`src/rtl/io_serializer.sv`:
```
// io_serializer
//   Takes parallel words over a valid/ready handshake and shifts each one out
//   on the io_data / io_enable pin pair at CLK_DIV clocks per bit. After each
//   frame it holds the line idle for GAP_CYCLES clocks, then spends one IDLE
//   cycle before it can accept the next word. It counts completed frames.
//
// Ports
//   clk          rd_clk domain clock
//   reset        synchronous, active-high
//   in_data      word to serialize
//   in_valid     in_data valid
//   in_ready     block can accept a word this cycle
//   io_data      serial data, idles high
//   io_enable    high for every bit of a frame
//   busy         state != IDLE
//   frame_done   single-cycle pulse in the first cycle after the last bit
//   frame_count  completed frames, wraps
module io_serializer #(
    parameter int DATA_WIDTH  = 16,
    parameter int CLK_DIV     = 4,
    parameter int GAP_CYCLES  = 2,
    parameter bit MSB_FIRST   = 1'b1,
    parameter int COUNT_WIDTH = 16
) (
    input  logic                   clk,
    input  logic                   reset,
    input  logic [DATA_WIDTH-1:0]  in_data,
    input  logic                   in_valid,
    output logic                   in_ready,
    output logic                   io_data,
    output logic                   io_enable,
    output logic                   busy,
    output logic                   frame_done,
    output logic [COUNT_WIDTH-1:0] frame_count
);

    // Reject unusable configurations at elaboration.
    if (DATA_WIDTH < 2) begin : g_bad_data_width
        $fatal(1, "io_serializer: DATA_WIDTH must be >= 2");
    end
    if (CLK_DIV < 1) begin : g_bad_clk_div
        $fatal(1, "io_serializer: CLK_DIV must be >= 1");
    end
    if (GAP_CYCLES < 0) begin : g_bad_gap
        $fatal(1, "io_serializer: GAP_CYCLES must be >= 0");
    end
    if (COUNT_WIDTH < 1) begin : g_bad_count_width
        $fatal(1, "io_serializer: COUNT_WIDTH must be >= 1");
    end

    // Counter widths are clamped to at least one bit so degenerate settings
    // (CLK_DIV=1, GAP_CYCLES<=1) still give legal declarations.
    localparam int DIV_W = (CLK_DIV > 1)    ? $clog2(CLK_DIV)    : 1;
    localparam int BIT_W = (DATA_WIDTH > 1) ? $clog2(DATA_WIDTH) : 1;
    localparam int GAP_W = (GAP_CYCLES > 1) ? $clog2(GAP_CYCLES) : 1;

    localparam logic [DIV_W-1:0] DIV_LAST = DIV_W'(CLK_DIV - 1);
    localparam logic [BIT_W-1:0] BIT_LAST = BIT_W'(DATA_WIDTH - 1);
    localparam logic [GAP_W-1:0] GAP_LAST = GAP_W'((GAP_CYCLES > 0) ? GAP_CYCLES - 1 : 0);

    typedef enum logic [1:0] {
        IDLE  = 2'd0,
        SHIFT = 2'd1,
        GAP   = 2'd2
    } state_t;

    state_t                  state, state_nxt;
    logic [DATA_WIDTH-1:0]   sreg, sreg_nxt, sreg_adv;
    logic [DIV_W-1:0]        div_cnt, div_nxt;
    logic [BIT_W-1:0]        bit_cnt, bit_nxt;
    logic [GAP_W-1:0]        gap_cnt, gap_nxt;
    logic                    io_data_nxt;
    logic                    io_enable_nxt;
    logic                    frame_done_nxt;
    logic [COUNT_WIDTH-1:0]  count_nxt;
    logic                    accept;

    // The bit currently on the wire always sits at the outgoing end of the
    // shift register, so io_data is just that end of the register.
    function automatic logic out_bit(input logic [DATA_WIDTH-1:0] w);
        return MSB_FIRST ? w[DATA_WIDTH-1] : w[0];
    endfunction

    assign in_ready = (state == IDLE) && !reset;
    assign busy     = (state != IDLE);
    assign accept   = in_valid && in_ready;
    assign sreg_adv = MSB_FIRST ? (sreg << 1) : (sreg >> 1);

    // Next-state and next-output logic. Every pin output is registered, so
    // this block computes what the pins show in the following cycle.
    always_comb begin
        state_nxt      = state;
        sreg_nxt       = sreg;
        div_nxt        = div_cnt;
        bit_nxt        = bit_cnt;
        gap_nxt        = gap_cnt;
        io_data_nxt    = 1'b1;
        io_enable_nxt  = 1'b0;
        frame_done_nxt = 1'b0;
        count_nxt      = frame_count;

        case (state)
            IDLE: begin
                if (accept) begin
                    // First bit goes on the wire in the cycle after the accept.
                    state_nxt     = SHIFT;
                    sreg_nxt      = in_data;
                    div_nxt       = '0;
                    bit_nxt       = '0;
                    io_enable_nxt = 1'b1;
                    io_data_nxt   = out_bit(in_data);
                end
            end

            SHIFT: begin
                io_enable_nxt = 1'b1;
                io_data_nxt   = io_data;
                if (div_cnt == DIV_LAST) begin
                    div_nxt = '0;
                    if (bit_cnt == BIT_LAST) begin
                        // Last bit has had its full CLK_DIV clocks: the line
                        // drops to idle and the frame is credited together.
                        io_enable_nxt  = 1'b0;
                        io_data_nxt    = 1'b1;
                        frame_done_nxt = 1'b1;
                        count_nxt      = frame_count + 1'b1;
                        bit_nxt        = '0;
                        gap_nxt        = '0;
                        state_nxt      = (GAP_CYCLES == 0) ? IDLE : GAP;
                    end else begin
                        bit_nxt     = bit_cnt + 1'b1;
                        sreg_nxt    = sreg_adv;
                        io_data_nxt = out_bit(sreg_adv);
                    end
                end else begin
                    div_nxt = div_cnt + 1'b1;
                end
            end

            GAP: begin
                if (gap_cnt == GAP_LAST) begin
                    gap_nxt   = '0;
                    state_nxt = IDLE;
                end else begin
                    gap_nxt = gap_cnt + 1'b1;
                end
            end

            default: begin
                state_nxt = IDLE;
            end
        endcase
    end

    // A reset mid-frame simply wipes everything: the partial word is lost
    // and the frame is neither pulsed nor counted.
    always_ff @(posedge clk) begin
        if (reset) begin
            state       <= IDLE;
            sreg        <= '0;
            div_cnt     <= '0;
            bit_cnt     <= '0;
            gap_cnt     <= '0;
            io_data     <= 1'b1;
            io_enable   <= 1'b0;
            frame_done  <= 1'b0;
            frame_count <= '0;
        end else begin
            state       <= state_nxt;
            sreg        <= sreg_nxt;
            div_cnt     <= div_nxt;
            bit_cnt     <= bit_nxt;
            gap_cnt     <= gap_nxt;
            io_data     <= io_data_nxt;
            io_enable   <= io_enable_nxt;
            frame_done  <= frame_done_nxt;
            frame_count <= count_nxt;
        end
    end

endmodule

```
`config.mk`:
```
export PLATFORM = sky130hd
export DESIGN_NAME = io_serializer
export DESIGN_NICKNAME = d
export VERILOG_FILES = /design/src/rtl/io_serializer.sv
export SDC_FILE = /design/constraint.sdc
export NUM_CORES = 1
export LEC_CHECK = 0
export CAP_MARGIN = 20
export CORE_MARGIN = 2
export CORE_UTILIZATION = 30
export DETAILED_ROUTE_END_ITERATION = 8
export GPL_TIMING_DRIVEN = 0
export SLEW_MARGIN = 25
export SYNTH_ARGS = -nofsm -noshare
export SYNTH_HDL_FRONTEND = slang
export SYNTH_SLANG_ARGS = --single-unit
```
`constraint.sdc`:
```
create_clock -name clk -period 1.85 [get_ports clk]
set_input_delay 0.2775 -clock clk [delete_from_list [all_inputs] [get_ports clk]]
set_output_delay 0.2775 -clock clk [all_outputs]
set_load 0.05 [all_outputs]
```
Word level (Yosys, flattened, before mapping)
Cells that the tools add are included.

Register bits after elaboration: 43. Input bits: 19. Logic and storage cells: 67.

Add/sub/neg operators: 4. Eq/ne operators: 9. Muxes and demuxes: 29. Bitwise gates (word level): 2. Reduce and logical (&&, ||, !) cells: 14.

Operators with widths (count): 15-bit 2-to-1 mux (3); 15-bit case mux with 2 select lines (1); 16-bit by 1-bit adder with 16-bit output (second input constant) (1); 2-bit 2-to-1 mux (6); 4-bit 2-to-1 mux (3); 1-bit 2-to-1 mux (10); 2-bit != test (second input constant) (5); 3-bit AND reduction (3); 4-bit case mux with 2 select lines (1); 4-bit AND reduction (2); 1-bit case mux with 2 select lines (3); 2-bit case mux with 3 select lines (1); 2-bit nonzero test (3); 4-bit by 1-bit adder with 4-bit output (second input constant) (1); 2-bit equality test (second input constant) (2); 4-bit equality test (second input constant) (1); 2-bit case mux with 2 select lines (1); 3-bit OR reduction (1); 2-bit by 1-bit adder with 2-bit output (second input constant) (1); 2-bit by 1-bit equality test with 1-bit output (second input constant) (1); 1-bit logical AND (2); 2-bit zero test (1); 1-bit NOT (2); 2-bit AND reduction (1); 2 further kinds (2).

Logic depth before layout (Yosys ltp)
Word-level depth: 5. Gate-level depth with buffers: 7. Depth with buffers taken out: 5.

Least setup slack after synthesis
OpenSTA, ideal clock, no wires.

Path kind: register to register. Start: register frame_count[2]. End: register frame_count[15]. Setup time: 70 ps. Arrival: 1929 ps. Data required time: 1780 ps. Slack: -150 ps. Stages on the path, launching flop included: 6. Buffers on the path: 1. Cell sequence: dfxtp_1 nand3_1 or4_1 clkbuf_2 or4_1 a21oi_1.

Cells in the longest elaborated chain, start to end: 1.

RTL lines: start: declaration (line 34) `output logic [COUNT_WIDTH-1:0] frame_count`; start signal: assignment (line 177) `frame_count <= count_nxt;`; 16-bit by 1-bit adder with 16-bit output (line 126) `count_nxt = frame_count + 1'b1;`.

Every way passes these cells. A chain may end at the register's enable or synchronous reset.

Worst setup path in the final report
Start: register div_cnt[0]. End: register frame_count[15].

Cells in the longest elaborated chain, start to end: 2.

RTL lines: start: declaration (line 69) `logic [DIV_W-1:0] div_cnt, div_nxt;`; start signal: assignment (line 171) `div_cnt <= div_nxt;`; 2-bit equality test (line 118) `if (div_cnt == DIV_LAST) begin`; 3-bit AND reduction (no line).

Every way passes these cells.

==> impl_summary.log <==
INFO  metric run_status = finished with violations
INFO  metric failed_checks = setup timing
INFO  metric synthesis.yosys.warnings = 0
INFO  metric io_buffers = 38
INFO  metric slew-limit-headroom = 0.635
INFO  metric io-pin-count = 40
INFO  metric ir_drop = 468 uV
INFO  metric drt_iter0_drc = slightly below 90
INFO  metric largest_net_degree_at_the_start_of_global_routing = 14
INFO  metric layout_worst_path_cycle_share = 1.00
INFO  metric cts.reportedPaths.clkPinSlew = roughly 0.080 ns
INFO  metric timing_worst_slew_pin_value = 0.547 ns
INFO  metric timing.final.ws_setup = -0.000560 ns
INFO  metric cp_capture_type = flop
INFO  metric cts.sink_count = 43
INFO  metric syn_to_final_growth = 38.3%
INFO  metric cts_root_buffer = clkbuf_8
INFO  metric timing.hold.ws = about 0.4 ns
INFO  metric dr_total_vias = 1766
INFO  metric min_delay_path_depth = 2
INFO  metric viasPerCell = 5.03
INFO  metric dr.pass1.iters = 4
INFO  metric fin_worst_skew = around 0.0073 ns
INFO  metric clock_insertion_delay_worst_skew = around 0.30 ns
INFO  metric dp.final_hpwl = approximately 3000 um
INFO  metric antenna-diode-count = 0
INFO  metric crit_path_start_kind = flop
INFO  metric place_congestion = ~0.77
INFO  metric preCtsSetupSlack = -0.486 ns
INFO  metric synth-edff-count = 0
INFO  metric max_cap_violations = 0
INFO  metric post_synth_fa_ha_maj_area_fraction = 0.0193
INFO  metric die-area = ~0.0072 mm2
INFO  metric ys_async_sr_fraction = 0
INFO  metric syn_area_per_cell = between 8 and 9 um2
INFO  metric clk_path_buf_depth = 2
INFO  metric placed_cells_incl_taps = ~340
INFO  metric grt_antenna_before_repair = 0
INFO  metric syn_nets = 243
INFO  metric dominant_combinational_cell_family_by_area_after_synthesis = simple AND/OR/NAND/NOR gates
INFO  metric post_synth_inst_count = 221
INFO  metric detail_route.wirelength = between 4000 and 5000 um
INFO  metric synth_area_leaders = dfxtp_1, mux2i_1, a211oi_1, nor2_1, a21oi_1
INFO  metric first_pass_grt_wire_length = around 7600 um
INFO  metric globalRoute.totalOverflow = 0
INFO  metric cts_tree = built
INFO  metric fin_nets = 295
INFO  metric setup_viol_count_final = 1
INFO  metric stdcell_count = about 350
INFO  metric synth_sequential_area_ratio = 0.442
INFO  metric chipWidth = 84.6 um
INFO  metric global_route.usage.total = 0.130
INFO  metric cellLeakagePower = 1.07 nW
INFO  metric first_global_vias = around 1600
INFO  metric powerDensity = roughly 760 mW/mm2
INFO  metric grt_setup_unrepaired = true
INFO  metric synth_cell_type_count = 40
INFO  metric core_region_area = between 0.006 and 0.007 mm2
INFO  metric share_of_the_synthesized_area_in_the_top_cell_type = 0.442
INFO  metric synth_top_flop_cell = dfxtp_1
INFO  metric yosys.cell_count.top_type = dfxtp_1
INFO  metric final_period_minus_worst_setup_slack = ~1.9 ns
INFO  metric std_cell_rows = 29
INFO  metric crit_type = reg -> reg
INFO  metric wl_per_cell = ~13 um
INFO  metric design_power_total = ~2.0 mW
INFO  metric timing.critical_path.fanout_max = 5
INFO  metric synth_compound_area_frac = 0.163
INFO  metric synth.cells.most_frequent = dfxtp_1, nor2_1, a21oi_1
INFO  metric yosys.area_share.xor_xnor = 0.0270
INFO  metric fp.dieH = 84.6 um
INFO  metric timing.final.max_slew_violations = 0
INFO  metric yosysTopAreaCell = dfxtp_1
INFO  metric clock_tree.htree_level_count = 2
INFO  metric synthMuxAreaShare = 0.0719
INFO  metric worst-endpoint-arrival = roughly 2.1 ns
INFO  metric crit_required = about 2.1 ns
INFO  metric drt_drc_violations_left = 0
INFO  metric postSynthRegisterBits = 43
INFO  metric worstHoldPathType = in -> reg
INFO  metric cts_inserted_buffers = 5
INFO  metric clock.fmax = 540 MHz
INFO  metric post_route_cells_drive_above_1_share = 0.179
INFO  metric syn-cell-area = about 0.002 mm2
INFO  metric reg2reg_depth = 6
INFO  metric hold_violations = 0
INFO  metric initial_core_util = 0.309
INFO  metric final_antenna_net_count = 0
INFO  metric synthesized_area_fraction_occupied_by_and_or_nand_nor_cells = 0.234
## power breakdown
part	switching, mW	internal [mW]	total (mW)
combinational	0.108	0.0948	0.203
clock	0.329	0.540	0.868
sequential	0.0145	0.951	0.966
total	0.451	1.59	2.04
## path summary, 6_finish.rpt
path	startpoint	endpoint	slack, ns
min reg2reg	frame_count[1]	frame_count[1]	0.49
max reg2reg	div_cnt[0]	frame_count[15]	-0.0006
max	div_cnt[0]	frame_count[15]	-0.0006
min	reset	bit_cnt[2]	0.41
## stage by stage
step	TNS (ns)	cell area [um2]	utilization
floorplan	-0.0511	1970	-
global placement	-5.68	2450	0.388
detailed placement	-6.66	2450	0.388
CTS	-0.0375	2660	0.421
global route	-0.0606	2690	0.427
finish	-0.000560	2690	0.427
## critical path, cell delays in order, from the launching register on
cell      delay, ns
dfxtp_4        0.37
ha_4           0.13
buf_6          0.11
nand3b_4       0.07
or4_4          0.53
or4_4          0.43
a21oi_2        0.13
## flip-flops by register name, indices dropped and copies added, names as in the netlist
name         cells
sreg            15
gap_cnt          1
frame_count     16
frame_done       1
io_data          1
io_enable        1
bit_cnt          4
div_cnt          2
state            2
## repair_timing
item | 4_1_cts | 5_1_grt
setup endpoints to repair | 22 | 18
hold buffers | 0 | 0
gates cloned | 1 | 0
hold endpoints to repair | 0 | 0
pin swaps | 3 | 0
setup buffers | 6 | 1
resized for setup | 17 | 21
## logic make-up (layout without fill, tap and decap cells)
kind of cell | after synthesis | count (layout)
compound gates | 53 | 53
xor+xnor | 6 | 6
fa+ha+maj | 3 | 3
buf+inv | 18 | 70
flops | 43 | 43
mux | 14 | 14
simple gates | 84 | 85
## final cells by class
type / count / area (um2)
fillers: 664 / 3620
multi-input cells: 161 / 1070
flip-flops and latches: 43 / 878
repair buffers: 45 / 432
well taps: 77 / 96.3
plain buffers: 15 / 78.8
clock buffers: 6 / 72.6
clock inverters: 2 / 60.1
inverters: 2 / 7.51
## placed cells by master, fill, tap and decap left out, types with 3 or more instances in the layout
master and instances:
nand4_1 4, clkbuf_1 7, clkdlybuf4s50_1 31, nand2_1 9, dlymetal6s2s_1 4, or4_4 3, o21ai_0 12, buf_4 9
dfxtp_1 33, xor2_1 3, a31oi_1 3, nor3_1 4, xnor2_1 3, nand3_1 8, nor2_1 27, a21oi_1 18
nand2b_1 3, mux2i_1 14, dfxtp_2 8, or3_1 9, a211oi_1 14, buf_2 6, clkbuf_8 5
## layer usage
layer / track usage / part of all wire / wire, um
met1: 0.167 / 0.49 / 2210
met2: 0.210 / 0.46 / 2090
met3: 0.0374 / 0.041 / 187
met4: 0.0404 / 0.011 / 52
met5: 0 / 0 / 0
No activity file was read; power rests on OpenSTA's default activity.
